**src/rtl/lin_sched.sv**
```systemverilog
// LIN schedule-table master: walks a programmable table of (pid, slot length)
// entries, issuing one frame per slot and reporting completion or timeout.
module lin_sched #(
  parameter int N_SLOTS = 8,
  parameter int LEN_W   = 16,
  parameter int MIN_LEN = 32
) (
  input  logic                       sys_clk,
  input  logic                       rst,
  input  logic                       en,
  input  logic [$clog2(N_SLOTS):0]   num_slots,
  input  logic                       cfg_we,
  input  logic [$clog2(N_SLOTS)-1:0] cfg_addr,
  input  logic [5:0]                 cfg_pid,
  input  logic [LEN_W-1:0]           cfg_len,
  input  logic                       comm_busy,
  input  logic                       resp_tx_done,
  output logic                       start,
  output logic [5:0]                 pid,
  output logic [$clog2(N_SLOTS)-1:0] slot_idx,
  output logic                       frame_ok,
  output logic                       frame_timeout,
  output logic                       sched_active
);

  localparam int AW = $clog2(N_SLOTS);
  localparam logic [AW:0]      A_ONE = 1;
  localparam logic [AW:0]      A_MAX = N_SLOTS[AW:0];
  localparam logic [LEN_W-1:0] L_ONE = 1;
  localparam logic [LEN_W-1:0] L_MIN = MIN_LEN[LEN_W-1:0];

  typedef enum logic [1:0] {
    IDLE,
    ISSUE,
    WAIT_RESP,
    WAIT_SLOT
  } state_t;

  state_t           r_state;
  logic [5:0]       r_tbl_pid [N_SLOTS];
  logic [LEN_W-1:0] r_tbl_len [N_SLOTS];
  logic [5:0]       r_pid;
  logic [LEN_W-1:0] r_cnt;
  logic [LEN_W-1:0] r_end;
  logic [AW-1:0]    r_idx;
  logic             r_ok;

  logic             w_go;
  logic [AW:0]      w_num;
  logic [AW:0]      w_idx_p1;
  logic [AW-1:0]    w_idx_nxt;
  logic [LEN_W-1:0] w_len;
  logic [LEN_W-1:0] w_len_c;
  logic             w_issue;
  logic             w_last;
  logic             w_adv;

  assign w_go      = en && (num_slots != '0);
  assign w_num     = (num_slots > A_MAX) ? A_MAX : num_slots;
  assign w_idx_p1  = {1'b0, r_idx} + A_ONE;
  assign w_idx_nxt = (w_idx_p1 >= w_num) ? '0 : w_idx_p1[AW-1:0];
  assign w_len     = r_tbl_len[r_idx];
  assign w_len_c   = (w_len < L_MIN) ? L_MIN : w_len;
  assign w_issue   = (r_state == ISSUE) && !comm_busy;
  assign w_last    = (r_cnt == r_end);
  assign w_adv     = ((r_state == WAIT_RESP) || (r_state == WAIT_SLOT))
                     && w_last;

  // The start cycle is slot cycle 0, so start and its pid come straight
  // from the ISSUE decision to keep slot periods exact.
  assign start         = w_issue;
  assign pid           = w_issue ? r_tbl_pid[r_idx] : r_pid;
  assign slot_idx      = r_idx;
  assign frame_ok      = r_ok;
  assign frame_timeout = (r_state == WAIT_RESP) && w_last && !resp_tx_done;
  assign sched_active  = (r_state != IDLE);

  always_ff @(posedge sys_clk or posedge rst) begin
    if (rst) begin
      r_state <= IDLE;
      r_pid   <= '0;
      r_cnt   <= '0;
      r_end   <= '0;
      r_idx   <= '0;
      r_ok    <= 1'b0;
      for (int i = 0; i < N_SLOTS; i++) begin
        r_tbl_pid[i] <= '0;
        r_tbl_len[i] <= '0;
      end
    end else begin
      r_ok <= 1'b0;
      if (cfg_we) begin
        r_tbl_pid[cfg_addr] <= cfg_pid;
        r_tbl_len[cfg_addr] <= cfg_len;
      end
      case (r_state)
        IDLE: begin
          if (w_go) begin
            r_state <= ISSUE;
            r_idx   <= '0;
          end
        end
        ISSUE: begin
          if (!comm_busy) begin
            r_pid   <= r_tbl_pid[r_idx];
            r_end   <= w_len_c - L_ONE;
            r_cnt   <= L_ONE;
            r_state <= WAIT_RESP;
          end
        end
        WAIT_RESP: begin
          r_cnt <= r_cnt + L_ONE;
          if (resp_tx_done) begin
            r_ok    <= 1'b1;
            r_state <= WAIT_SLOT;
          end
        end
        WAIT_SLOT: r_cnt <= r_cnt + L_ONE;
        default:   r_state <= IDLE;
      endcase
      // End of slot overrides the per-state updates above.
      if (w_adv) begin
        r_idx   <= w_idx_nxt;
        r_cnt   <= '0;
        r_state <= w_go ? ISSUE : IDLE;
      end
    end
  end

endmodule

```
**config.mk**
```make
export PLATFORM = sky130hd
export DESIGN_NAME = lin_sched
export DESIGN_NICKNAME = d
export VERILOG_FILES = /design/src/rtl/lin_sched.sv
export SDC_FILE = /design/constraint.sdc
export NUM_CORES = 1
export LEC_CHECK = 0
export ABC_CLOCK_PERIOD_IN_PS = 9800
export CAP_MARGIN = 20
export CORE_UTILIZATION = 50
export CTS_BUF_LIST = sky130_fd_sc_hd__clkbuf_4 sky130_fd_sc_hd__clkbuf_8 sky130_fd_sc_hd__clkbuf_16
export CTS_CLUSTER_DIAMETER = 100
export DETAILED_ROUTE_END_ITERATION = 8
export HOLD_SLACK_MARGIN = 0.02
export PLACE_DENSITY = 0.68
export SYNTH_ARGS = -nofsm -noshare
export SYNTH_HDL_FRONTEND = slang
export SYNTH_SLANG_ARGS = --single-unit
```
**constraint.sdc**
```tcl
create_clock -name sys_clk -period 9.8 [get_ports sys_clk]
set_clock_uncertainty 0.15 [all_clocks]
set_input_delay 1.96 -clock sys_clk [delete_from_list [all_inputs] [get_ports sys_clk]]
set_output_delay 1.96 -clock sys_clk [all_outputs]
set_load 0.01 [all_outputs]
```
# [Word-level counts from Yosys, hierarchy flattened]
# Cells that the tools add are included.
[totals] output_inout_bits=13 elab_cells=92 register_bits=220 inputBits=35
[op_classes] magnitude_cmp=6 bitwise=3 n_eq_ne=7 mux=30 n_addsub=3 reduce_logical=21
[op_table] op="$bwmux W128" n=1
[op_table] op="$mux W16" n=6
[op_table] op="$bmux W16 S3" n=1
[op_table] op="$bwmux W48" n=1
[op_table] op="$demux W16 S3" n=1
[op_table] op="$pmux W16 S2" n=1
[op_table] op="$mux W6" n=4
[op_table] op="$bmux W6 S3" n=1
[op_table] op="$demux W6 S3" n=1
[op_table] op="$add A16 B1 Y16 const B" n=1
[op_table] op="$eq A16 B16 Y1" n=1
[op_table] op="$lt A16 B6 Y1 const B" n=1
[op_table] op="$sub A16 B1 Y16 const B" n=1
[op_table] op="$mux W3" n=4
[op_table] op="$ne A3 B3 Y1 const B" n=3
[op_table] op="$ge A4 B4 Y1 const B" n=2
[op_table] op="$mux W2" n=4
[op_table] op="$not A3 Y4" n=2
[op_table] op="$reduce_bool A4 Y1" n=2
[op_table] op="$logic_and A1 B1 Y1" n=6
[op_table] op="$pmux W2 S3" n=1
[op_table] op="$reduce_and A2 Y1" n=3
[op_table] op="$reduce_bool A2 Y1" n=3
[op_table] op="$add A3 B1 Y4 const B" n=1
[op_table] op="14 further kinds" n=18

# [Depth between registers and ports, before layout]
[depth] depth_word=7 ltp_mapped=15 ltp_nobuf=11

# [Worst setup path after synthesis]
# OpenSTA, ideal clock, no wires.
[synth_timing] path_kind="input to output" start="input port comm_busy" end="output port pid[0]" setup_slack_ns=4.765 arrival_time_ns=2.925 stages=5 n_path_buf=2 t_required_ns=7.690 cell_sequence="nand2b_1 > clkbuf_1 > buf_1 > nand2_1 > o21ai_0"
[synth_between] elab_chain_len=3
[synth_rtl] element="start, declared" line_no="16" rtl="input logic comm_busy,"
[synth_rtl] element="$logic_not A1 Y1"
[synth_rtl] element="$logic_and A1 B1 Y1" line_no="64" rtl="assign w_issue = (r_state == ISSUE) && !comm_busy;"
[synth_rtl] element="$mux W6" line_no="72" rtl="assign pid = w_issue ? r_tbl_pid[r_idx] : r_pid;"
[synth_rtl] element="end, declared" line_no="19" rtl="output logic [5:0] pid,"
# No other way between the ends.

# [Final worst setup path]
[layout_timing] start="input port comm_busy" end="output port start"
[layout_between] elab_chain_len=2
[layout_rtl] element="$logic_not A1 Y1"
[layout_rtl] element="$logic_and A1 B1 Y1" line_no="64"
[layout_rtl] element="end, declared" line_no="18" rtl="output logic start,"
# No other way between the ends.

==> reports/qor.csv <==
metric;value;unit
vias;6828;
cts_tree;built;
initial_utilization;0.512;
report.final.slew_viol_count;0;
rsz0062_at_grt;no;
clock_latency;0.51;ns
die_w;149;µm
synthAdderAreaFrac;0.0139;
ys.flop_type;dfrtp_1;
critPathArrivalTime;3.81;ns
drc;0;
synth_edf_count;0;
area_growth;14.5;%
clockRootBuffer;clkbuf_16;
hold_viol;0;
postSynthAreaPerCell;13.4;µm²
crit_path_end;start;
io_buffers;47;
cp_common_cell;clkdlybuf4s50_1;
synth_top_family_by_area;multiplexers;
layout-drive-gt1-share;0.345;
die_y;149;µm
yosys_warnings;0;
r2r_start;slot_idx[1]$_DFFE_PP0P_;
cellLeakagePower;0.00510;µW
synth-async-reset-ratio;1.00;
r2r_slack;5.02;ns
synth.distinct_cells;58;
cp_cell_sequence;clkdlybuf4s50_1 -> nand2b_1 -> buf_4 -> inv_2 -> clkdlybuf4s50_1;
ys_ff_latch;220;
antenna_cells;0;
drtIter0Drc;418;
synth-xor-area-share;0.0154;
synthMuxAreaShare;0.311;
syn_inst;805;
max_freq;169;MHz
io_pins;48;
grt_pass1_vias;7515;
netlist_area;10800;µm²
post_cts_buffers;0;
wl_per_cell;20.8;µm
crit_fanout;41;
track_usage;0.226;
ff2ff_path_depth;12;
antenna_found_initial;0;
overflow;0;
cts_max_path_buffers;3;
yosysMostFrequentCell;dfrtp_1;
max_cap_viol_count;0;
yosysTopAreaCell;dfrtp_1;
yosysTopAreaCellShare;0.509;
cts.sinks;220;
slew_headroom;0.338;
power.density;234;nW/µm²
tns;0;ns
vias_per_cell;5.98;
status;finished, final reports clean;
ir_worst_vdd;0.207;mV
htreeDepth;1;
synthTopCellsByCount;dfrtp_1, mux2_2, nand2_1;
worst_slew_pin_slew;0.994;ns
crit_path_max_incr_delay;0.61;ns
synthTopCellsByArea;dfrtp_1, mux2_2, mux4_2, mux2i_1, nand2_1;
drt-total-wl;23700;µm
post-route-min-period;5.92;ns
finalSetupViolCount;0;
worst_setup_hold_path_clk_slew;0.05;ns
grt_pass1_wl;39300;µm
r2r-end;r_end[12]$_DFFE_PP0P_;
place_congestion;0.873;
ant_nets;0;
hp-start;r_tbl_len[1]$_DFFE_PP0P_;
cp-end-kind;output port;
cts_resized;0;
synth.yosys.seq_area_share;0.509;
hold_class;register to register;
core_region_area;21100;µm²
crit_start;comm_busy;
worst-endpoint-required;7.69;ns
dieArea;22200;µm²
worst_hold_slack;0.349;ns
synth_compound_gate_area_share;0.0545;
place_hpwl;14700;µm
start_kind;input pin;
fp-row-count;53;
crit_type;input pin to output port;
first_pass_iters;5;
postCtsHoldBufs;0;
synth_fp_nets;852;
n_fill_cell;1647;
slowest_stage;clkdlybuf4s50_1;
numCtsBuffers;24;
grt_max_degree;142;
finalNetCount;896;
period_share;0.604;
synthSimpleGateAreaFrac;0.0713;
## kinds of logic (layout without fill, tap and decap cells)
| logic type | count (synthesis) | after routing |
|---|---|---|
| AO/OA/AOI/OAI | 87 | 87 |
| XOR/XNOR | 19 | 19 |
| adder cells (fa/ha/maj) | 12 | 12 |
| buffers and inverters | 60 | 121 |
| flip-flops | 220 | 220 |
| multiplexers | 257 | 257 |
| AND/OR/NAND/NOR | 150 | 150 |
## per-stage QoR
step / total power (µW) / instances / utilization / cell area (µm²) / worst slack [ns]
2_1_floorplan: 1770 / 805 / - / 10800 / 1.67
3_3_place_gp: 1940 / 1098 / 0.548 / 11600 / 3.93
3_5_place_dp: 1990 / 1098 / 0.548 / 11600 / 3.89
4_1_cts: 2910 / 1141 / 0.587 / 12400 / 3.87
5_1_grt: 3050 / 1141 / 0.587 / 12400 / 3.77
6_report: 2900 / 1141 / 0.587 / 12400 / 3.88
## worst max-delay path, delay by kind of cell
family,cells,cell delay [ns]
buffers and inverters,4,1.66
and+or+nand+nor,1,0.18
## cell usage in the layout (no fill, tap or decap), drive strengths merged, types with 9 or more instances in the layout
cell type	synthesis	layout
ha	12	12
a21oi	16	16
nand3	12	12
dfrtp	220	220
nor3	9	9
nand2	55	55
nor2	20	20
clkbuf	24	35
o21ai	20	20
mux2	186	186
xnor2	17	17
clkdlybuf4s50	0	47
inv	15	15
mux2i	28	28
mux4	43	43
o211ai	10	10
buf	20	15
## worst min-delay path by stage
stage / endpoint / cells past startpoint
6_report: r_tbl_len[1]$_DFFE_PP0P_ / 1
5_1_grt: r_tbl_len[27]$_DFFE_PP0P_ / 1
3_3_place_gp: r_pid[2]$_DFFE_PP0P_ / 2
2_1_floorplan: r_end[11]$_DFFE_PP0P_ / 2
3_5_place_dp: r_tbl_len[43]$_DFFE_PP0P_ / 1
4_1_cts: r_tbl_len[43]$_DFFE_PP0P_ / 1
## power breakdown
part           total [µW]  switching [µW]  leakage (µW)  internal [µW]
Sequential           1250             130       0.00268           1120
Clock                 919             357      0.000414            561
Combinational         725             354       0.00201            371
## flip-flops by register name, indices dropped and copies added (netlist names)
register and count:
r_cnt 16, r_end 16, r_tbl_pid 48, r_pid 6
r_state 2, r_tbl_len 128, frame_ok 1, slot_idx 3
## layer usage
metal / part of all wire / vias up / global-route usage
met5: 0 / - / 0
met4: 0.019 / 0 / 0.0648
met3: 0.040 / 40 / 0.0358
met2: 0.50 / 144 / 0.381
met1: 0.44 / 3559 / 0.303
li1: - / 3085 / -
## layout make-up
cell class,count,area (µm²),share of cell area
Clock buffer,35,719,0.0582
Tap cell,275,344,0.0278
Sequential cell,220,5510,0.445
Inverter,16,67.6,0.00546
Multi-Input combinational cell,525,5050,0.409
Clock inverter,8,93.8,0.00758
Timing Repair Buffer,62,583,0.0471
Note: power is estimated with default switching activity, not from simulation.
